[config.mk]
export PLATFORM = sky130hd
export DESIGN_NAME = fetch_stage_flat
export DESIGN_NICKNAME = d
export VERILOG_FILES = /design/src/rtl/fetch_stage_pkg.sv /design/src/rtl/fetch_stage_if.sv /design/src/rtl/fetch_stage_sync_fifo.sv /design/src/rtl/fetch_stage.sv /design/src/flat_wrapper.sv
export SDC_FILE = /design/constraint.sdc
export NUM_CORES = 1
export LEC_CHECK = 0
export ABC_AREA = 0
export ABC_CLOCK_PERIOD_IN_PS = 13900
export BUFFER_PORTS_ARGS = -buffer_cell sky130_fd_sc_hd__buf_2
export CAP_MARGIN = 20
export CORE_MARGIN = 3
export CORE_UTILIZATION = 28
export CTS_CLUSTER_DIAMETER = 120
export DETAILED_ROUTE_END_ITERATION = 8
export SYNTH_ARGS = -nofsm -noshare
export SYNTH_HDL_FRONTEND = slang
export SYNTH_HIERARCHICAL = 1
export SYNTH_SLANG_ARGS = --single-unit
[constraint.sdc]
create_clock -name clk -period 13.9 [get_ports clk]
set_input_delay 2.78 -clock clk [delete_from_list [all_inputs] [get_ports clk]]
set_output_delay 2.78 -clock clk [all_outputs]
set_load 0.02 [all_outputs]
[src/rtl/fetch_stage_pkg.sv]
// -----------------------------------------------------------------------------
// fetch_stage_pkg
// Shared definitions for the Fetch stage and its consumers (Decode imports the
// same package, so the {pc, instr} packet layout is defined in one place).
//   - widths, reset PC default, credit limit
//   - RV32 major opcode constants
//   - fetch FSM state enum, packet struct, small helper functions
// -----------------------------------------------------------------------------
package fetch_stage_pkg;

    localparam int ADDR_WIDTH            = 32;
    localparam int INSTR_WIDTH           = 32;
    localparam int IF_PKT_WIDTH          = ADDR_WIDTH + INSTR_WIDTH;
    localparam int MAX_OUTSTAND_DEFAULT  = 2;

    localparam logic [ADDR_WIDTH-1:0] RESET_PC_DEFAULT = 32'h0000_0000;

    // RV32 major opcodes (instr[6:0]), consumed by Decode.
    localparam logic [6:0] OPC_LOAD   = 7'b000_0011;
    localparam logic [6:0] OPC_OP_IMM = 7'b001_0011;
    localparam logic [6:0] OPC_AUIPC  = 7'b001_0111;
    localparam logic [6:0] OPC_STORE  = 7'b010_0011;
    localparam logic [6:0] OPC_OP     = 7'b011_0011;
    localparam logic [6:0] OPC_LUI    = 7'b011_0111;
    localparam logic [6:0] OPC_BRANCH = 7'b110_0011;
    localparam logic [6:0] OPC_JALR   = 7'b110_0111;
    localparam logic [6:0] OPC_JAL    = 7'b110_1111;

    typedef enum logic [1:0] {
        ST_BOOT  = 2'd0,   // first cycle out of reset, no request
        ST_FETCH = 2'd1,   // normal fetching
        ST_DRAIN = 2'd2    // discarding responses that predate a redirect
    } fetch_state_e;

    typedef struct packed {
        logic [ADDR_WIDTH-1:0]  pc;
        logic [INSTR_WIDTH-1:0] instr;
    } if_pkt_t;

    function automatic if_pkt_t make_pkt(input logic [ADDR_WIDTH-1:0]  pc,
                                         input logic [INSTR_WIDTH-1:0] instr);
        if_pkt_t p;
        p.pc    = pc;
        p.instr = instr;
        return p;
    endfunction

    function automatic logic [ADDR_WIDTH-1:0] word_align(input logic [ADDR_WIDTH-1:0] addr);
        return {addr[ADDR_WIDTH-1:2], 2'b00};
    endfunction

endpackage

[src/rtl/fetch_stage_if.sv]
// -----------------------------------------------------------------------------
// fetch_stage_if
// Bundles every handshake signal around the Fetch stage: the instruction
// memory request/response channel, the redirect from Execute and the packet
// channel to Decode. Signal prefixes are from the Fetch stage's point of view.
//   master : the Fetch stage (drives o_*, samples i_*)
//   slave  : its environment (memory, Execute, Decode)
// -----------------------------------------------------------------------------
interface fetch_stage_if;
    import fetch_stage_pkg::*;

    logic                    o_imem_req;
    logic [ADDR_WIDTH-1:0]   o_imem_addr;
    logic                    i_imem_gnt;
    logic                    i_imem_rvalid;
    logic [INSTR_WIDTH-1:0]  i_imem_rdata;
    logic                    i_branch_taken;
    logic [ADDR_WIDTH-1:0]   i_branch_pc;
    logic                    i_stall;
    logic [IF_PKT_WIDTH-1:0] o_if_pkt_data;
    logic                    o_if_pkt_valid;

    modport master (
        output o_imem_req, o_imem_addr, o_if_pkt_data, o_if_pkt_valid,
        input  i_imem_gnt, i_imem_rvalid, i_imem_rdata,
               i_branch_taken, i_branch_pc, i_stall
    );

    modport slave (
        input  o_imem_req, o_imem_addr, o_if_pkt_data, o_if_pkt_valid,
        output i_imem_gnt, i_imem_rvalid, i_imem_rdata,
               i_branch_taken, i_branch_pc, i_stall
    );

endinterface

[src/rtl/fetch_stage_sync_fifo.sv]
// -----------------------------------------------------------------------------
// sync_fifo
// Small single-clock FIFO used by the Fetch stage for the tag FIFO (PCs of
// in-flight requests) and the packet buffer.
//   clk, rst_n : clock, asynchronous active-low reset
//   i_flush    : empty the FIFO this cycle (wins over push and pop)
//   i_push     : write i_data; legal when full if i_pop is also set
//   i_pop      : discard the head entry (ignored when empty)
//   o_data     : head entry (undefined when o_count == 0)
//   o_count    : number of valid entries
// -----------------------------------------------------------------------------
module sync_fifo #(
    parameter  int WIDTH = 32,
    parameter  int DEPTH = 2,
    localparam int PTR_W = (DEPTH > 1) ? $clog2(DEPTH) : 1,
    localparam int CNT_W = $clog2(DEPTH + 1)
) (
    input  logic             clk,
    input  logic             rst_n,
    input  logic             i_flush,
    input  logic             i_push,
    input  logic [WIDTH-1:0] i_data,
    input  logic             i_pop,
    output logic [WIDTH-1:0] o_data,
    output logic [CNT_W-1:0] o_count
);

    logic [WIDTH-1:0] r_mem [DEPTH];
    logic [PTR_W-1:0] r_wr_ptr;
    logic [PTR_W-1:0] r_rd_ptr;
    logic [CNT_W-1:0] r_count;

    logic w_full;
    logic w_empty;
    logic w_do_push;
    logic w_do_pop;

    function automatic logic [PTR_W-1:0] ptr_inc(input logic [PTR_W-1:0] p);
        return (p == PTR_W'(DEPTH - 1)) ? '0 : p + PTR_W'(1);
    endfunction

    assign w_full    = (r_count == CNT_W'(DEPTH));
    assign w_empty   = (r_count == '0);
    // A pop frees the head slot in the same cycle, so push-when-full is fine then.
    assign w_do_push = i_push && (!w_full || i_pop) && !i_flush;
    assign w_do_pop  = i_pop && !w_empty && !i_flush;

    // NOTE: state registers use non-blocking assignments so every flop samples
    // the pre-edge values regardless of statement order.
    always_ff @(posedge clk or negedge rst_n) begin
        if (!rst_n) begin
            r_wr_ptr <= '0;
            r_rd_ptr <= '0;
            r_count  <= '0;
        end else if (i_flush) begin
            r_wr_ptr <= '0;
            r_rd_ptr <= '0;
            r_count  <= '0;
        end else begin
            if (w_do_push) r_wr_ptr <= ptr_inc(r_wr_ptr);
            if (w_do_pop)  r_rd_ptr <= ptr_inc(r_rd_ptr);
            r_count <= r_count + CNT_W'(w_do_push) - CNT_W'(w_do_pop);
        end
    end

    // NOTE: storage is deliberately not reset; entries are only ever read
    // behind o_count, so their power-up contents never reach a consumer.
    always_ff @(posedge clk) begin
        if (w_do_push) r_mem[r_wr_ptr] <= i_data;
    end

    assign o_data  = r_mem[r_rd_ptr];
    assign o_count = r_count;

    a_no_overflow: assert property (@(posedge clk) disable iff (!rst_n)
        !(i_push && !i_flush && w_full && !i_pop));

endmodule

[src/rtl/fetch_stage.sv]
// -----------------------------------------------------------------------------
// fetch_stage
// Instruction Fetch: owns the PC, issues word reads to instruction memory and
// pairs each returned word with the PC it was fetched from. At most
// MAX_OUTSTAND requests in flight plus buffered packets at any time, which is
// exactly what the packet buffer can absorb while Decode stalls.
//   clk, rst_n : clock, asynchronous active-low reset
//   bus        : fetch_stage_if.master
//     o_imem_req/o_imem_addr/i_imem_gnt     request channel (issue = req && gnt)
//     i_imem_rvalid/i_imem_rdata            in-order responses
//     i_branch_taken/i_branch_pc            redirect pulse from Execute
//     o_if_pkt_valid/o_if_pkt_data/i_stall  {pc, instr} packets to Decode
// -----------------------------------------------------------------------------
module fetch_stage
    import fetch_stage_pkg::*;
#(
    parameter logic [ADDR_WIDTH-1:0] RESET_PC     = RESET_PC_DEFAULT,
    parameter int                    MAX_OUTSTAND = MAX_OUTSTAND_DEFAULT
) (
    input  logic          clk,
    input  logic          rst_n,
    fetch_stage_if.master bus
);

    localparam int CNT_W = $clog2(MAX_OUTSTAND + 1);

    fetch_state_e          r_state;
    logic [ADDR_WIDTH-1:0] r_pc;
    logic [CNT_W-1:0]      r_drop;

    logic [CNT_W-1:0]      w_drop_next;
    logic [CNT_W-1:0]      w_inflight;
    logic [CNT_W-1:0]      w_buf_count;
    logic [CNT_W:0]        w_credits;
    logic [ADDR_WIDTH-1:0] w_tag_pc;
    if_pkt_t               w_push_pkt;
    if_pkt_t               w_head_pkt;
    logic                  w_req;
    logic                  w_issue;
    logic                  w_resp;
    logic                  w_push;
    logic                  w_pop;
    logic                  w_pkt_valid;

    // ---------------------------------------------------------------- credit
    // Every request in flight already owns a packet-buffer slot, so the buffer
    // can never overflow however long Decode stalls.
    assign w_credits = {1'b0, w_inflight} + {1'b0, w_buf_count};
    assign w_req     = (r_state == ST_FETCH)
                    && (w_credits < (CNT_W + 1)'(MAX_OUTSTAND))
                    && !bus.i_branch_taken;
    assign w_issue   = w_req && bus.i_imem_gnt;

    // A response with nothing in flight is a protocol error; it is ignored.
    assign w_resp    = bus.i_imem_rvalid && (w_inflight != '0);

    // Responses belonging to pre-redirect requests (DRAIN, or the redirect
    // cycle itself) pop their tag but never reach the packet buffer.
    assign w_push     = w_resp && (r_state == ST_FETCH) && !bus.i_branch_taken;
    assign w_push_pkt = make_pkt(w_tag_pc, bus.i_imem_rdata);
    assign w_pop      = w_pkt_valid && !bus.i_stall;

    // Number of responses still to be discarded after this cycle.
    // NOTE: every signal assigned in always_comb gets a default first, so no
    // path leaves it unassigned and no latch is inferred.
    always_comb begin
        w_drop_next = r_drop;
        if (bus.i_branch_taken) begin
            w_drop_next = w_inflight + CNT_W'(w_issue) - CNT_W'(w_resp);
        end else if ((r_state == ST_DRAIN) && w_resp) begin
            w_drop_next = r_drop - CNT_W'(1);
        end
    end

    // ------------------------------------------------------- FSM / PC / drop
    always_ff @(posedge clk or negedge rst_n) begin
        if (!rst_n) begin
            r_state <= ST_BOOT;
            r_pc    <= RESET_PC;
            r_drop  <= '0;
        end else begin
            case (r_state)
                ST_BOOT:  r_state <= ST_FETCH;
                ST_FETCH: if (bus.i_branch_taken && (w_drop_next != '0)) r_state <= ST_DRAIN;
                ST_DRAIN: if (w_drop_next == '0) r_state <= ST_FETCH;
                default:  r_state <= ST_BOOT;
            endcase

            r_drop <= w_drop_next;

            if (bus.i_branch_taken) begin
                r_pc <= word_align(bus.i_branch_pc);
            end else if (w_issue) begin
                r_pc <= r_pc + ADDR_WIDTH'(4);   // wraps modulo 2^32
            end
        end
    end

    // ------------------------------------------------------------ storage
    sync_fifo #(
        .WIDTH (ADDR_WIDTH),
        .DEPTH (MAX_OUTSTAND)
    ) u_tag_fifo (
        .clk     (clk),
        .rst_n   (rst_n),
        .i_flush (1'b0),           // stale tags are retired by their responses
        .i_push  (w_issue),
        .i_data  (r_pc),
        .i_pop   (w_resp),
        .o_data  (w_tag_pc),
        .o_count (w_inflight)
    );

    sync_fifo #(
        .WIDTH (IF_PKT_WIDTH),
        .DEPTH (MAX_OUTSTAND)
    ) u_pkt_buf (
        .clk     (clk),
        .rst_n   (rst_n),
        .i_flush (bus.i_branch_taken),
        .i_push  (w_push),
        .i_data  (w_push_pkt),
        .i_pop   (w_pop),
        .o_data  (w_head_pkt),
        .o_count (w_buf_count)
    );

    // ------------------------------------------------------------ outputs
    assign w_pkt_valid        = (w_buf_count != '0);
    assign bus.o_imem_req     = w_req;
    assign bus.o_imem_addr    = r_pc;
    assign bus.o_if_pkt_valid = w_pkt_valid;
    // Zero when empty so stale buffer contents never appear on the bus.
    assign bus.o_if_pkt_data  = w_pkt_valid ? w_head_pkt : '0;

    a_rvalid_has_tag: assert property (@(posedge clk) disable iff (!rst_n)
        bus.i_imem_rvalid |-> (w_inflight != '0));

endmodule

[src/flat_wrapper.sv]
// flat-port wrapper written by rule: the top's interface ports become plain ports
module fetch_stage_flat import fetch_stage_pkg::*;
#(
    parameter logic [ADDR_WIDTH-1:0] RESET_PC     = RESET_PC_DEFAULT,
    parameter int                    MAX_OUTSTAND = MAX_OUTSTAND_DEFAULT
)
  (clk, rst_n, bus_o_imem_req, bus_o_imem_addr, bus_o_if_pkt_data, bus_o_if_pkt_valid, bus_i_imem_gnt, bus_i_imem_rvalid, bus_i_imem_rdata, bus_i_branch_taken, bus_i_branch_pc, bus_i_stall);
  fetch_stage_if bus_i ();
  input  logic clk;
  input  logic rst_n;
  output wire logic [$bits(bus_i.o_imem_req)-1:0] bus_o_imem_req;
  output wire logic [$bits(bus_i.o_imem_addr)-1:0] bus_o_imem_addr;
  output wire logic [$bits(bus_i.o_if_pkt_data)-1:0] bus_o_if_pkt_data;
  output wire logic [$bits(bus_i.o_if_pkt_valid)-1:0] bus_o_if_pkt_valid;
  input wire logic [$bits(bus_i.i_imem_gnt)-1:0] bus_i_imem_gnt;
  input wire logic [$bits(bus_i.i_imem_rvalid)-1:0] bus_i_imem_rvalid;
  input wire logic [$bits(bus_i.i_imem_rdata)-1:0] bus_i_imem_rdata;
  input wire logic [$bits(bus_i.i_branch_taken)-1:0] bus_i_branch_taken;
  input wire logic [$bits(bus_i.i_branch_pc)-1:0] bus_i_branch_pc;
  input wire logic [$bits(bus_i.i_stall)-1:0] bus_i_stall;
  assign bus_o_imem_req = bus_i.o_imem_req;
  assign bus_o_imem_addr = bus_i.o_imem_addr;
  assign bus_o_if_pkt_data = bus_i.o_if_pkt_data;
  assign bus_o_if_pkt_valid = bus_i.o_if_pkt_valid;
  assign bus_i.i_imem_gnt = bus_i_imem_gnt;
  assign bus_i.i_imem_rvalid = bus_i_imem_rvalid;
  assign bus_i.i_imem_rdata = bus_i_imem_rdata;
  assign bus_i.i_branch_taken = bus_i_branch_taken;
  assign bus_i.i_branch_pc = bus_i_branch_pc;
  assign bus_i.i_stall = bus_i_stall;
  fetch_stage #(.RESET_PC(RESET_PC), .MAX_OUTSTAND(MAX_OUTSTAND)) u_core (.clk(clk), .rst_n(rst_n), .bus(bus_i));
endmodule
## After elaboration in Yosys (flattened, before gate mapping)

Memories as Yosys holds them, arrays and structs flattened.
Cells that the tools add are included.

| storage, ports and cells | value |
|---|---|
| register bits after elaboration | 44 |
| latch bits | 0 |
| RAM bits | 192 |
| ROM bits | 0 |
| input port bits | 70 |
| output and inout bits | 98 |
| logic and storage cells | 86 |
| memories | 2 |

Memory list:

| name | words | bits a word | rd ports | clocked after memory_dff | write ports | RTL line | text |
|---|---|---|---|---|---|---|---|
| u_core.u_pkt_buf.r_mem | 2 | 64 | 1 | 0 | 1 | fetch_stage_sync_fifo.sv:28 | `logic [WIDTH-1:0] r_mem [DEPTH];` |
| u_core.u_tag_fifo.r_mem | 2 | 32 | 1 | 0 | 1 | fetch_stage_sync_fifo.sv:28 |  |

| cells by class | value |
|---|---|
| add/subtract/negate cells | 13 |
| multipliers | 0 |
| divide/modulo/power cells | 0 |
| $lt $le $gt $ge | 1 |
| eq/ne operators | 6 |
| shift operators | 0 |
| multiplexer cells | 21 |
| bitwise logic cells | 0 |
| reduce and logical (&&, ||, !) cells | 34 |

Operators by type and width:

| cell | count |
|---|---|
| 32-bit 2-to-1 mux | 2 |
| 64-bit 2-to-1 mux | 1 |
| 32-bit by 3-bit adder with 32-bit output (second input constant) | 1 |
| 1-bit logical AND | 15 |
| 1-bit 2-to-1 mux | 12 |
| 2-bit nonzero test | 6 |
| 2-bit 2-to-1 mux | 5 |
| 2-bit zero test | 4 |
| 2-bit by 1-bit adder with 2-bit output | 3 |
| 2-bit equality test (second input constant) | 3 |
| 1-bit zero test | 6 |
| 2-bit case mux with 3 select lines | 1 |
| 2-bit by 1-bit subtractor with 2-bit output | 3 |
| 1-bit adder (second input constant) | 4 |
| 2-bit inequality test (second input constant) | 2 |
| 2-bit by 2-bit adder with 3-bit output | 1 |
| 3-bit by 2-bit < comparator with 1-bit output (second input constant) | 1 |
| 2-bit by 1-bit equality test with 1-bit output (second input constant) | 1 |
| 1-bit logical OR | 2 |
| 2-bit AND reduction | 1 |
| 2-bit by 1-bit subtractor with 2-bit output (second input constant) | 1 |

## Longest topological paths before layout

Gate-level depths: netlist (run 1).

| logic depth | value |
|---|---|
| depth in word-level cells | 12 |
| gate-level depth with buffers | 13 |
| depth with buffers taken out | 11 |

## Modules after synthesis

The synthesis (run 1) kept the hierarchy.

Modules (own cells, without submodules):

| module | times used | cells each | area each (um^2) | seq. area each (um^2) |
|---|---|---|---|---|
| sync_fifo at u_core.u_pkt_buf | 1 | 221 | 4,840.9 | 3,943.8 |
| fetch_stage | 1 | 322 | 2,581.2 | 850.8 |
| sync_fifo at u_core.u_tag_fifo | 1 | 122 | 2,531.2 | 2,021.9 |

## Worst setup path before layout (run 1)

OpenSTA, ideal clock, no wires.

| timing path | value |
|---|---|
| kind | input -> register |
| start point | input port bus_i_branch_taken |
| end point | memory u_core/u_pkt_buf/r_mem[0][0] in the netlist's numbering (enable) |
| setup time | 0.487 ns |
| arrival time | 6.320 ns |
| required time | 13.413 ns |
| setup slack | 7.094 ns |
| stages | 5 |
| buffers on the path | 1 |
| cells stage by stage | buf_6 -> or3b_4 -> nor2_1 -> nand3b_1 -> nor2_1 |

| between the ends | value |
|---|---|
| word-level cells in the longest chain between the ends | 6 |

RTL lines:

| element | RTL line | text |
|---|---|---|
| start, declared | flat_wrapper.sv:18 | `input wire logic [$bits(bus_i.i_branch_taken)-1:0] bus_i_branch_taken;` |
| 1-bit zero test | fetch_stage.sv:59 | `assign w_push = w_resp && (r_state == ST_FETCH) && !bus.i_branch_taken;` |
| 1-bit logical AND | fetch_stage.sv:59 |  |
| named net u_core.w_push | fetch_stage.sv:41 | `logic w_push;` |
| 1-bit logical AND (2 in series) | fetch_stage_sync_fifo.sv:45 | `assign w_do_push = i_push && (!w_full \|\| i_pop) && !i_flush;` |
| 1-bit 2-to-1 mux | fetch_stage_sync_fifo.sv:69 | `if (w_do_push) r_mem[r_wr_ptr] <= i_data;` |
| 1-bit 2-to-1 mux (not written as such) | fetch_stage_sync_fifo.sv:69 |  |
| end, declared | fetch_stage_sync_fifo.sv:28 |  |

The timed path passes the listed nets, and every way through them passes these cells.

## Worst setup path after layout (run 1)

| timing path | value |
|---|---|
| start point | input port bus_i_branch_taken |
| end point | output port bus_o_imem_req |

| between the ends | value |
|---|---|
| word-level cells in the longest chain between the ends | 2 |

RTL lines:

| element | RTL line | text |
|---|---|---|
| 1-bit zero test | fetch_stage.sv:51 | `&& !bus.i_branch_taken;` |
| 1-bit logical AND | fetch_stage.sv:51 |  |
| end, declared | flat_wrapper.sv:11 | `output wire logic [$bits(bus_i.o_imem_req)-1:0] bus_o_imem_req;` |

Every way passes these cells.

==> impl_metrics.xml, run 1 <==
<?xml version="1.0" encoding="UTF-8"?>
<metrics>
  <group name="global_route">
    <metric name="grt_overflow_total" unit="">0</metric>
    <metric name="antenna_found_initial" unit="">0</metric>
    <metric name="grt_pass1_wl" unit="microns">37380</metric>
    <metric name="grt_start_max_net_pins" unit="">67</metric>
    <metric name="first_global_vias" unit="">6119</metric>
    <metric name="grt.total_usage" unit="%">12.58</metric>
  </group>
  <group name="critical_path">
    <metric name="r2r_end" unit="">u_core/u_tag_fifo/r_mem[1][1]</metric>
    <metric name="chain_of_cells_forming_the_critical_path" unit="">buf_2, buf_4, or3b_4, nor3_1, buf_2</metric>
    <metric name="crit_top_cell" unit="">sky130_fd_sc_hd__buf_2</metric>
    <metric name="worstPathArrival" unit="ns">4.01</metric>
    <metric name="setup.worst_path.end_class" unit="">primary output</metric>
    <metric name="timing_worst_setup_path_type" unit="">input port to primary output</metric>
    <metric name="worst_reg_to_reg_path_cell_count" unit="">7</metric>
    <metric name="crit-reg2reg-launch" unit="">u_core/u_tag_fifo/o_count[0]</metric>
    <metric name="slowest_delay" unit="ns">0.47</metric>
    <metric name="timing.critical_path.from" unit="">bus_i_branch_taken</metric>
    <metric name="critical_path.startpoint_type" unit="">input port</metric>
    <metric name="cp_data_required_time" unit="ns">11.12</metric>
    <metric name="critical_path_peak_fanout" unit="">43</metric>
    <metric name="timing.critical_path.slowest_stage_cell" unit="">sky130_fd_sc_hd__or3b_4</metric>
    <metric name="regToRegSetupSlack" unit="ns">10.59</metric>
  </group>
  <group name="final_layout">
    <metric name="final_nets" unit="">925</metric>
    <metric name="nFillCells" unit="">3413</metric>
    <metric name="multi_input_comb_area" unit="sq um">2989</metric>
    <metric name="n_antenna_cell" unit="">0</metric>
    <metric name="layout.cells.non_filler" unit="">1321</metric>
    <metric name="synth_to_layout_area_growth" unit="%">23.67</metric>
    <metric name="layout_common_cells" unit="">sky130_fd_sc_hd__edfxtp_1 (192), sky130_fd_sc_hd__buf_2 (163), sky130_fd_sc_hd__mux2_2 (98)</metric>
    <metric name="drive_gt1_share" unit="%">38.22</metric>
    <metric name="area.sequential" unit="sq um">6822</metric>
    <metric name="most_common_cell_after_layout_fill_and_taps_aside" unit="">sky130_fd_sc_hd__edfxtp_1</metric>
  </group>
  <group name="sta">
    <metric name="report.final.slew_viol_count" unit="">0</metric>
    <metric name="maxSlewHeadroom" unit="%">31.70</metric>
    <metric name="skew" unit="ns">0.01986</metric>
    <metric name="shortest_period_the_worst_path_allows" unit="ns">6.787</metric>
    <metric name="fmax" unit="GHz">0.1473</metric>
    <metric name="setup_viol_count_final" unit="">0</metric>
    <metric name="hold_viol_final" unit="">0</metric>
    <metric name="setup_repair_after_global_routing_missed_its_margin" unit="">no</metric>
    <metric name="tns" unit="ns">0</metric>
    <metric name="holdWs" unit="ns">0.5380</metric>
    <metric name="worst-slew-pin-transition" unit="ns">1.024</metric>
    <metric name="post-route-period-util" unit="%">48.83</metric>
  </group>
  <group name="drt">
    <metric name="vias_per_cell" unit="">4.589</metric>
    <metric name="wl" unit="microns">24260</metric>
    <metric name="drtPass1Iterations" unit="">4</metric>
    <metric name="routed_wl_per_cell" unit="microns">18.36</metric>
    <metric name="dr.first_iter.drc_count" unit="">264</metric>
    <metric name="drtAntennaViolNets" unit="">0</metric>
    <metric name="drc" unit="">0</metric>
    <metric name="vias" unit="">6062</metric>
  </group>
  <group name="place">
    <metric name="numPortBuffers" unit="">163</metric>
    <metric name="gpl.final_weighted_congestion" unit="">0.7262</metric>
    <metric name="post_placement_cell_count" unit="">1272</metric>
    <metric name="dp.final_hpwl" unit="microns">15150</metric>
  </group>
  <group name="clock_tree">
    <metric name="postCtsHoldBufs" unit="">0</metric>
    <metric name="cts_setup_buffers" unit="">0</metric>
    <metric name="post_cts_resized" unit="">0</metric>
    <metric name="tritoncts" unit="">yes</metric>
    <metric name="clock_sinks" unit="">234</metric>
    <metric name="root_buffer" unit="">sky130_fd_sc_hd__clkbuf_16</metric>
    <metric name="ctsLongestPathBuffers" unit="">3</metric>
    <metric name="clk_latency_worst_skew_pair" unit="ns">0.54</metric>
    <metric name="number_of_cts_inserted_buffers" unit="">27</metric>
    <metric name="cts-htree-levels" unit="">1</metric>
    <metric name="path_clk_slew" unit="ns">0.06</metric>
  </group>
  <group name="synthesis">
    <metric name="mappedNetlistArea" unit="sq um">9953</metric>
    <metric name="synth_edf_count" unit="">192</metric>
    <metric name="ys_ff_latch" unit="">234</metric>
    <metric name="synth_top_cell_by_area" unit="">sky130_fd_sc_hd__edfxtp_1</metric>
    <metric name="synth_top_area_share" unit="%">57.93</metric>
    <metric name="post_synth_inst_count" unit="">665</metric>
    <metric name="synth_cell_type_count" unit="">51</metric>
    <metric name="synthesis.area_per_instance" unit="sq um">14.97</metric>
    <metric name="synth_area_leaders" unit="">sky130_fd_sc_hd__edfxtp_1 (58%), sky130_fd_sc_hd__mux2_2 (11%), sky130_fd_sc_hd__dfrtp_1 (11%)</metric>
    <metric name="yosysWarnings" unit="">6</metric>
    <metric name="synth_seq_area_share" unit="%">68.49</metric>
    <metric name="yosys_most_used_dff" unit="">sky130_fd_sc_hd__edfxtp_1</metric>
    <metric name="asyncSetResetFlopFracSynth" unit="%">17.95</metric>
  </group>
  <group name="floorplanning">
    <metric name="die_area" unit="sq um">37850</metric>
    <metric name="fp.dieH" unit="microns">194.5</metric>
    <metric name="initial_core_util" unit="%">28.60</metric>
    <metric name="io_pins" unit="">168</metric>
    <metric name="number_of_rows_in_the_core_area" unit="">68</metric>
    <metric name="die-width" unit="microns">194.5</metric>
    <metric name="core_area" unit="sq um">34800</metric>
  </group>
  <group name="run">
    <metric name="number_of_max_cap_violations" unit="">0</metric>
  </group>
  <group name="power">
    <metric name="vdd_drop_max" unit="uV">86.36</metric>
    <metric name="pleak" unit="nW">4.695</metric>
    <metric name="power.density" unit="nW/um^2">141.8</metric>
  </group>
  <group name="min_path">
    <metric name="hold_path_startpoint" unit="">u_core/u_pkt_buf/r_wr_ptr</metric>
    <metric name="worstHoldPathCells" unit="">1</metric>
    <metric name="worstHoldPathType" unit="">flip-flop to flip-flop</metric>
    <metric name="min_delay_worst_endpoint" unit="">u_core/u_pkt_buf/r_wr_ptr</metric>
  </group>
  <group name="status">
    <metric name="outcome" unit="">finished clean</metric>
  </group>
</metrics>
[cell families after synthesis]
group / share of synthesized area (%)
fa+ha+maj: 1.081
compound gates: 5.028
simple gates: 10.57
xor+xnor: 1.144
buf+inv: 2.263
flops: 68.49
other cells: 0.03768
mux: 11.39
[registers in the layout, summed over array words and instances (netlist names)]
signal / flops
u_core/bus.o_imem_addr: 30
u_core/r_drop: 2
u_core/r_state: 2
u_core/u_pkt_buf/o_count: 2
u_core/u_pkt_buf/r_mem: 128
u_core/u_pkt_buf/r_rd_ptr: 1
u_core/u_pkt_buf/r_wr_ptr: 1
u_core/u_tag_fifo/o_count: 2
u_core/u_tag_fifo/r_mem: 64
u_core/u_tag_fifo/r_rd_ptr: 1
u_core/u_tag_fifo/r_wr_ptr: 1
[worst max-delay path: cells and delay by family]
family        cells  cell delay [ns]
simple gates      2             0.63
buf+inv           3             0.55
[report_power, final]
| part | internal [mW] | switching, mW |
|---|---|---|
| clock | 0.465 | 0.277 |
| combinational | 0.0619 | 0.0976 |
| sequential | 0.803 | 0.0405 |
[worst max-delay path by stage]
stage                                               to  slack (ns)  cells past startpoint
after floorplan           u_core/u_pkt_buf/r_mem[0][0]        7.09                      5
after global placement                  bus_o_imem_req        7.11                      5
after detailed placement                bus_o_imem_req        7.10                      5
after CTS                               bus_o_imem_req        7.08                      5
after global routing                    bus_o_imem_req        7.00                      5
final                                   bus_o_imem_req        7.11                      5
[cells in the mapped netlist, types with 5 or more instances]
master	n
sky130_fd_sc_hd__buf_4	9
sky130_fd_sc_hd__a21oi_1	5
sky130_fd_sc_hd__edfxtp_1	192
sky130_fd_sc_hd__xor2_1	7
sky130_fd_sc_hd__nand2_1	39
sky130_fd_sc_hd__o211ai_1	9
sky130_fd_sc_hd__inv_1	12
sky130_fd_sc_hd__mux2_2	98
sky130_fd_sc_hd__buf_2	6
sky130_fd_sc_hd__clkbuf_1	16
sky130_fd_sc_hd__nand3_1	18
sky130_fd_sc_hd__nor2_1	23
sky130_fd_sc_hd__xnor2_1	6
sky130_fd_sc_hd__o311ai_0	9
sky130_fd_sc_hd__and2_1	69
sky130_fd_sc_hd__nand4_1	9
sky130_fd_sc_hd__and3_1	6
sky130_fd_sc_hd__a31oi_1	6
sky130_fd_sc_hd__o21ai_0	22
sky130_fd_sc_hd__nand2b_1	5
sky130_fd_sc_hd__dfrtp_1	42
sky130_fd_sc_hd__ha_1	7
[per-stage QoR]
stage	total power, mW	setup WS (ns)	cell area, sq um	util [%]
floorplan	0.9437	7.094	9995	-
global route	1.825	6.999	12310	35.37
CTS	1.773	7.082	12290	35.32
detailed placement	1.020	7.098	11360	32.66
finish	1.745	7.113	12310	35.37
global placement	1.012	7.113	11310	32.50
[layer usage]
| layer | track usage, % | up-vias | part of all wire [%] |
|---|---|---|---|
| li1 | - | 2843 | - |
| met1 | 16.97 | 3018 | 44 |
| met2 | 20.97 | 166 | 49 |
| met3 | 2.773 | 35 | 5.7 |
| met4 | 2.580 | 0 | 1.6 |
| met5 | 0 | - | 0 |
[cell type report]
class                      instances  area share (%)
inverter                          12          0.3659
clock buffer                      32           5.641
clock inverter                    16           1.880
multi-input combinational        397           24.28
sequential                       234           55.42
tap                              455           4.625
timing repair buffer             175           7.786
Power figures use the tool's default switching activity.
==> run 2: changes to the inputs <==
Settings changed: ABC_CLOCK_PERIOD_IN_PS 13900 to 6100.
Clock period 13.9 ns to 6.1 ns, I/O delays scaled along.
==> run 2 against run 1 <==
Compared with the run above:
- sequential share of layout area grew 0.55 points
- sequential power grew 130%
- largest cell class unchanged
- critical path depth shrank 2
==> impl_metrics.xml, run 2 (synthesized netlist as in run 1, its figures left out) <==
<?xml version="1.0" encoding="UTF-8"?>
<metrics>
  <group name="place">
    <metric name="pre_cts_ws" unit="ns">2.036</metric>
    <metric name="placedInstanceArea" unit="sq um">11320</metric>
    <metric name="dp.final_hpwl" unit="microns">14970</metric>
    <metric name="numPortBuffers" unit="">163</metric>
    <metric name="gpl.final_weighted_congestion" unit="">0.7455</metric>
    <metric name="post_placement_cell_count" unit="">1272</metric>
  </group>
  <group name="final_layout">
    <metric name="final_nets" unit="">925</metric>
    <metric name="drive_gt1_share" unit="%">37.90</metric>
    <metric name="synth_to_layout_area_growth" unit="%">22.46</metric>
    <metric name="largest_register_ffs" unit="">128</metric>
    <metric name="most_flops_register" unit="">u_core/u_pkt_buf/r_mem</metric>
    <metric name="layout_common_cells" unit="">sky130_fd_sc_hd__edfxtp_1 (192), sky130_fd_sc_hd__buf_2 (163), sky130_fd_sc_hd__mux2_2 (98)</metric>
    <metric name="n_antenna_cell" unit="">0</metric>
    <metric name="final_design_area_no_fill" unit="sq um">12190</metric>
    <metric name="most_common_cell_after_layout_fill_and_taps_aside" unit="">sky130_fd_sc_hd__edfxtp_1</metric>
    <metric name="final_util" unit="%">35.03</metric>
    <metric name="nFillCells" unit="">3451</metric>
    <metric name="layout.cells.non_filler" unit="">1323</metric>
  </group>
  <group name="global_route">
    <metric name="grt_pass1_wl" unit="microns">36230</metric>
    <metric name="antenna_found_initial" unit="">0</metric>
    <metric name="grt_start_max_net_pins" unit="">67</metric>
    <metric name="grt.total_usage" unit="%">12.19</metric>
    <metric name="grt_overflow_total" unit="">0</metric>
    <metric name="first_global_vias" unit="">5943</metric>
  </group>
  <group name="sta">
    <metric name="setup_viol_count_final" unit="">0</metric>
    <metric name="hold_viol_final" unit="">0</metric>
    <metric name="report.final.slew_viol_count" unit="">0</metric>
    <metric name="holdWs" unit="ns">0.5381</metric>
    <metric name="post-route-period-util" unit="%">58.64</metric>
    <metric name="worst-slew-pin-transition" unit="ns">0.9858</metric>
    <metric name="skew" unit="ns">0.009052</metric>
    <metric name="fmax" unit="GHz">0.2796</metric>
    <metric name="shortest_period_the_worst_path_allows" unit="ns">3.577</metric>
    <metric name="setup_repair_after_global_routing_missed_its_margin" unit="">no</metric>
    <metric name="tns" unit="ns">0</metric>
    <metric name="maxSlewHeadroom" unit="%">34.28</metric>
    <metric name="timing.final.ws_setup" unit="ns">2.523</metric>
  </group>
  <group name="critical_path">
    <metric name="setup.worst_path.end_class" unit="">primary output</metric>
    <metric name="worst_path_dominant_cell_family" unit="">flip-flops</metric>
    <metric name="critical_path_peak_fanout" unit="">65</metric>
    <metric name="chain_of_cells_forming_the_critical_path" unit="">mux2_2, and2_1, buf_2</metric>
    <metric name="slowest_delay" unit="ns">1.07</metric>
    <metric name="regToRegSetupSlack" unit="ns">2.74</metric>
    <metric name="critical_path.startpoint_type" unit="">flip-flop</metric>
    <metric name="worstPathArrival" unit="ns">2.36</metric>
    <metric name="timing_worst_setup_path_type" unit="">flip-flop to primary output</metric>
    <metric name="cp_data_required_time" unit="ns">4.88</metric>
    <metric name="timing.critical_path.slowest_stage_cell" unit="">sky130_fd_sc_hd__dfrtp_4</metric>
    <metric name="worstPathBufferInverterCount" unit="">1</metric>
  </group>
  <group name="power">
    <metric name="vdd_drop_max" unit="uV">198.7</metric>
    <metric name="switching_share" unit="%">24.50</metric>
    <metric name="internal_power" unit="mW">2.902</metric>
    <metric name="power.share.sequential" unit="%">50.0</metric>
    <metric name="totalPowerFinal" unit="mW">3.843</metric>
    <metric name="pwr-share-clk" unit="%">40.6</metric>
    <metric name="power.density" unit="nW/um^2">315.3</metric>
    <metric name="power_frac_comb" unit="%">9.4</metric>
    <metric name="net_load_switching_power" unit="uW">941.5</metric>
    <metric name="pleak" unit="nW">4.641</metric>
  </group>
  <group name="drt">
    <metric name="drtAntennaViolNets" unit="">0</metric>
    <metric name="drtPass1Iterations" unit="">4</metric>
    <metric name="dr.first_iter.drc_count" unit="">217</metric>
    <metric name="vias_per_cell" unit="">4.528</metric>
    <metric name="routed_wl_per_cell" unit="microns">17.86</metric>
    <metric name="wl" unit="microns">23640</metric>
    <metric name="vias" unit="">5991</metric>
    <metric name="drc" unit="">0</metric>
  </group>
  <group name="floorplanning">
    <metric name="core_area" unit="sq um">34800</metric>
    <metric name="die_area" unit="sq um">37850</metric>
    <metric name="number_of_rows_in_the_core_area" unit="">68</metric>
    <metric name="initial_core_util" unit="%">28.60</metric>
    <metric name="io_pins" unit="">168</metric>
    <metric name="die-width" unit="microns">194.5</metric>
    <metric name="fp.dieH" unit="microns">194.5</metric>
  </group>
  <group name="clock_tree">
    <metric name="cts_setup_buffers" unit="">0</metric>
    <metric name="path_clk_slew" unit="ns">0.06</metric>
    <metric name="postCtsHoldBufs" unit="">0</metric>
    <metric name="cts-htree-levels" unit="">1</metric>
    <metric name="post_cts_resized" unit="">0</metric>
    <metric name="root_buffer" unit="">sky130_fd_sc_hd__clkbuf_16</metric>
    <metric name="number_of_cts_inserted_buffers" unit="">27</metric>
    <metric name="ctsLongestPathBuffers" unit="">3</metric>
    <metric name="clock_sinks" unit="">234</metric>
    <metric name="clk_latency_worst_skew_pair" unit="ns">0.53</metric>
    <metric name="tritoncts" unit="">yes</metric>
  </group>
  <group name="run">
    <metric name="number_of_max_cap_violations" unit="">0</metric>
  </group>
  <group name="min_path">
    <metric name="worstHoldPathType" unit="">flip-flop to flip-flop</metric>
  </group>
  <group name="status">
    <metric name="outcome" unit="">finished clean</metric>
  </group>
</metrics>
run 2: cell count changes in the layout (fill, tap and decap cells not counted), sizes merged:
cell / previous run / this run
bufinv: 6 / 3
clkinvlp: 1 / 2
clkinv: 8 / 11
clkbuf: 32 / 34
buf: 175 / 174
run 2: power by group through the flow:
| stage | Sequential (mW) | Clock, mW | Combinational (mW) |
|---|---|---|---|
| finish | 1.92 | 1.56 | 0.360 |
| global route | 1.94 | 1.68 | 0.398 |
| CTS | 1.92 | 1.61 | 0.367 |
| detailed placement | 1.95 | 0 | 0.365 |
| global placement | 1.95 | 0 | 0.358 |
| floorplan | 1.96 | 0 | 0.186 |
run 2: final cells by class:
| class | count | area [sq um] | share of cell area (%) |
|---|---|---|---|
| Multi-Input combinational cell | 397 | 2989 | 24.52 |
| Sequential cell | 234 | 6822 | 55.96 |
| Tap cell | 455 | 569.3 | 4.670 |
| Clock buffer | 33 | 698.2 | 5.728 |
| Clock inverter | 17 | 160.2 | 1.314 |
| Inverter | 12 | 45.04 | 0.3695 |
| Timing Repair Buffer | 175 | 905.9 | 7.432 |
run 2: per-layer routing:
layer  part of all wire, %  vias up  wire, microns  GRT usage [%]
li1                      -     2836              -              -
met1                    45     2967          10690          17.00
met2                    48      159          11240          19.83
met3                   5.6       29           1326          2.513
met4                   1.6        0            379          2.473
met5                     0        -              0              0
run 2: worst paths after layout:
check	from	endpoint	cells past startpoint
max	u_core/u_pkt_buf/r_rd_ptr	bus_o_if_pkt_data[62]	3
min in group asynchronous	rst_n	u_core/u_tag_fifo/o_count[0]	2
max reg2reg	u_core/u_tag_fifo/o_count[0]	u_core/u_tag_fifo/r_mem[0][9]	7
min reg2reg	u_core/u_pkt_buf/r_wr_ptr	u_core/u_pkt_buf/r_wr_ptr	1
max in group asynchronous	rst_n	u_core/u_pkt_buf/r_rd_ptr	2
min	u_core/u_pkt_buf/r_wr_ptr	u_core/u_pkt_buf/r_wr_ptr	1
==> run 3: changes to the inputs <==
Settings changed: ABC_CLOCK_PERIOD_IN_PS 6100 to 3000.
Clock period 6.1 ns to 3 ns, I/O delays scaled along.
==> run 3 against run 2 <==
Compared with the run above:
- flip-flop and latch count unchanged
- cell count is 0.76% higher
- combinational power rose by 110%
- critical path depth rose by 8
- clock skew grew 0.0024 ns
- sequential power up 100%
- critical path type is now flip-flop to flip-flop
- critical endpoint is now u_core/r_state[0]
- largest cell class unchanged
==> impl_metrics.xml, run 3 (synthesized netlist as in run 1, its figures left out) <==
<?xml version="1.0" encoding="UTF-8"?>
<metrics>
  <group name="final_layout">
    <metric name="nFillCells" unit="">3392</metric>
    <metric name="drive_gt1_share" unit="%">39.52</metric>
    <metric name="layout_common_cells" unit="">sky130_fd_sc_hd__edfxtp_1 (192), sky130_fd_sc_hd__buf_2 (163), sky130_fd_sc_hd__mux2_2 (98)</metric>
    <metric name="largest_register_ffs" unit="">128</metric>
    <metric name="layout.cells.non_filler" unit="">1333</metric>
    <metric name="n_antenna_cell" unit="">0</metric>
    <metric name="most_common_cell_after_layout_fill_and_taps_aside" unit="">sky130_fd_sc_hd__edfxtp_1</metric>
    <metric name="synth_to_layout_area_growth" unit="%">23.95</metric>
    <metric name="most_flops_register" unit="">u_core/u_pkt_buf/r_mem</metric>
    <metric name="final_nets" unit="">936</metric>
    <metric name="final_util" unit="%">35.45</metric>
  </group>
  <group name="sta">
    <metric name="holdWs" unit="ns">0.1479</metric>
    <metric name="shortest_period_the_worst_path_allows" unit="ns">2.864</metric>
    <metric name="post-route-period-util" unit="%">95.46</metric>
    <metric name="maxSlewHeadroom" unit="%">39.48</metric>
    <metric name="skew" unit="ns">0.01149</metric>
    <metric name="setup_repair_after_global_routing_missed_its_margin" unit="">no</metric>
    <metric name="setup_viol_count_final" unit="">0</metric>
    <metric name="report.final.slew_viol_count" unit="">0</metric>
    <metric name="fmax" unit="GHz">0.3492</metric>
    <metric name="timing.final.ws_setup" unit="ns">0.1363</metric>
    <metric name="worst-slew-pin-transition" unit="ns">0.9078</metric>
    <metric name="hold_viol_final" unit="">0</metric>
  </group>
  <group name="global_route">
    <metric name="grt_start_max_net_pins" unit="">66</metric>
    <metric name="grt.total_usage" unit="%">12.22</metric>
    <metric name="grt_overflow_total" unit="">0</metric>
    <metric name="first_global_vias" unit="">6180</metric>
    <metric name="antenna_found_initial" unit="">0</metric>
    <metric name="grt_pass1_wl" unit="microns">36560</metric>
  </group>
  <group name="critical_path">
    <metric name="regToRegSetupSlack" unit="ns">0.14</metric>
    <metric name="timing_worst_setup_path_type" unit="">flip-flop to flip-flop</metric>
    <metric name="critical_path_peak_fanout" unit="">5</metric>
    <metric name="critical_path.startpoint_type" unit="">flip-flop</metric>
    <metric name="crit-reg2reg-launch" unit="">u_core/u_pkt_buf/o_count[0]</metric>
    <metric name="worstPathArrival" unit="ns">3.28</metric>
    <metric name="setup.worst_path.end_class" unit="">flip-flop</metric>
    <metric name="cp_data_required_time" unit="ns">3.42</metric>
    <metric name="worst_reg_to_reg_path_cell_count" unit="">11</metric>
    <metric name="r2r_end" unit="">u_core/r_state[0]</metric>
  </group>
  <group name="status">
    <metric name="outcome" unit="">finished clean</metric>
  </group>
  <group name="drt">
    <metric name="wl" unit="microns">23580</metric>
    <metric name="drc" unit="">0</metric>
    <metric name="dr.first_iter.drc_count" unit="">249</metric>
    <metric name="routed_wl_per_cell" unit="microns">17.69</metric>
    <metric name="vias" unit="">6052</metric>
    <metric name="drtPass1Iterations" unit="">5</metric>
    <metric name="vias_per_cell" unit="">4.540</metric>
    <metric name="drtAntennaViolNets" unit="">0</metric>
  </group>
  <group name="power">
    <metric name="power.density" unit="nW/um^2">629.1</metric>
    <metric name="power.share.sequential" unit="%">50.2</metric>
    <metric name="pwr-share-clk" unit="%">39.9</metric>
    <metric name="power_frac_comb" unit="%">9.9</metric>
    <metric name="net_load_switching_power" unit="mW">1.931</metric>
    <metric name="switching_share" unit="%">24.89</metric>
    <metric name="internal_power" unit="mW">5.829</metric>
    <metric name="pleak" unit="nW">4.687</metric>
    <metric name="vdd_drop_max" unit="uV">436.3</metric>
  </group>
  <group name="clock_tree">
    <metric name="cts-htree-levels" unit="">1</metric>
    <metric name="postCtsHoldBufs" unit="">0</metric>
    <metric name="tritoncts" unit="">yes</metric>
    <metric name="ctsLongestPathBuffers" unit="">3</metric>
    <metric name="root_buffer" unit="">sky130_fd_sc_hd__clkbuf_16</metric>
    <metric name="clk_latency_worst_skew_pair" unit="ns">0.53</metric>
    <metric name="number_of_cts_inserted_buffers" unit="">27</metric>
    <metric name="path_clk_slew" unit="ns">0.06</metric>
    <metric name="clock_sinks" unit="">234</metric>
    <metric name="post_cts_resized" unit="">0</metric>
    <metric name="cts_setup_buffers" unit="">0</metric>
  </group>
  <group name="floorplanning">
    <metric name="initial_core_util" unit="%">28.60</metric>
    <metric name="fp.dieH" unit="microns">194.5</metric>
    <metric name="core_area" unit="sq um">34800</metric>
    <metric name="die_area" unit="sq um">37850</metric>
    <metric name="die-width" unit="microns">194.5</metric>
    <metric name="io_pins" unit="">168</metric>
    <metric name="number_of_rows_in_the_core_area" unit="">68</metric>
  </group>
  <group name="run">
    <metric name="number_of_max_cap_violations" unit="">0</metric>
  </group>
  <group name="min_path">
    <metric name="worstHoldPathType" unit="">input port to asynchronous set/reset pin</metric>
  </group>
  <group name="place">
    <metric name="gpl.final_weighted_congestion" unit="">0.7437</metric>
    <metric name="pre_cts_ws" unit="ns">0.1174</metric>
    <metric name="dp.final_hpwl" unit="microns">15360</metric>
    <metric name="post_placement_cell_count" unit="">1284</metric>
    <metric name="numPortBuffers" unit="">163</metric>
  </group>
</metrics>
==> run 3: cell count changes in the layout (fill, tap and decap cells not counted), moves of 2 or more <==
cell                         before  now
sky130_fd_sc_hd__buf_12           0    5
sky130_fd_sc_hd__buf_4           11   18
sky130_fd_sc_hd__clkbuf_1         6    1
sky130_fd_sc_hd__clkinvlp_4       2    5
sky130_fd_sc_hd__ha_1             7    4
sky130_fd_sc_hd__ha_2             0    2
==> run 3: critical path, stage by stage (launching register included) <==
cell and delay, ns:
sky130_fd_sc_hd__dfrtp_1 0.41, sky130_fd_sc_hd__and2_1 0.16, sky130_fd_sc_hd__fa_1 0.46, sky130_fd_sc_hd__or4b_4 0.61, sky130_fd_sc_hd__ha_4 0.29, sky130_fd_sc_hd__inv_1 0.04, sky130_fd_sc_hd__ha_2 0.16, sky130_fd_sc_hd__xor2_1 0.14
sky130_fd_sc_hd__xnor2_1 0.13, sky130_fd_sc_hd__nand2b_1 0.08, sky130_fd_sc_hd__nand2_1 0.07, sky130_fd_sc_hd__o21a_1 0.20
==> run 3: layout make-up <==
type / instances / area [sq um] / share of cell area, %
Clock buffer: 28 / 679.4 / 5.507
Clock inverter: 21 / 161.4 / 1.308
Inverter: 12 / 47.55 / 0.3854
Multi-Input combinational cell: 397 / 3007 / 24.37
Sequential cell: 234 / 6822 / 55.29
Tap cell: 455 / 569.3 / 4.615
Timing Repair Buffer: 186 / 1051 / 8.519
==> run 3: metal layers <==
metal / up-vias / share of wire (%) / track usage [%]
met5: - / 0 / 0
met4: 0 / 1.7 / 2.766
met3: 32 / 5.4 / 2.496
met2: 171 / 48 / 20.37
met1: 2983 / 45 / 16.50
li1: 2866 / - / -
==> run 3: how the worst max path moves through the flow <==
stage	startpoint	endpoint	slack [ns]	cells after the start
final	u_core/u_pkt_buf/o_count[0]	u_core/r_state[0]	0.14	11
after global routing	u_core/u_pkt_buf/o_count[0]	u_core/r_state[1]	0.006	11
after CTS	u_core/u_pkt_buf/o_count[0]	u_core/r_state[1]	0.11	11
after detailed placement	bus_i_branch_taken	u_core/r_state[0]	0.12	11
after global placement	bus_i_branch_taken	u_core/r_state[1]	0.13	11
after floorplan	bus_i_branch_taken	u_core/u_pkt_buf/r_mem[1][0]	-0.56	5
==> run 3: per-stage QoR <==
step / cell area (sq um) / power, mW / setup TNS [ns]
floorplan: 10060 / 4.391 / -83.71
global placement: 11500 / 4.717 / 0
detailed placement: 11500 / 4.743 / 0
CTS: 12340 / 7.879 / 0
global route: 12340 / 8.107 / 0
finish: 12340 / 7.761 / 0
==> run 3: power by group through the flow <==
| stage | clock network, mW | registers (mW) | logic, mW |
|---|---|---|---|
| 6_report | 3.09 | 3.90 | 0.769 |
| 3_3_place_gp | 0 | 3.96 | 0.758 |
| 3_5_place_dp | 0 | 3.97 | 0.776 |
| 4_1_cts | 3.20 | 3.90 | 0.780 |
| 5_1_grt | 3.33 | 3.93 | 0.848 |
| 2_1_floorplan | 0 | 3.99 | 0.398 |
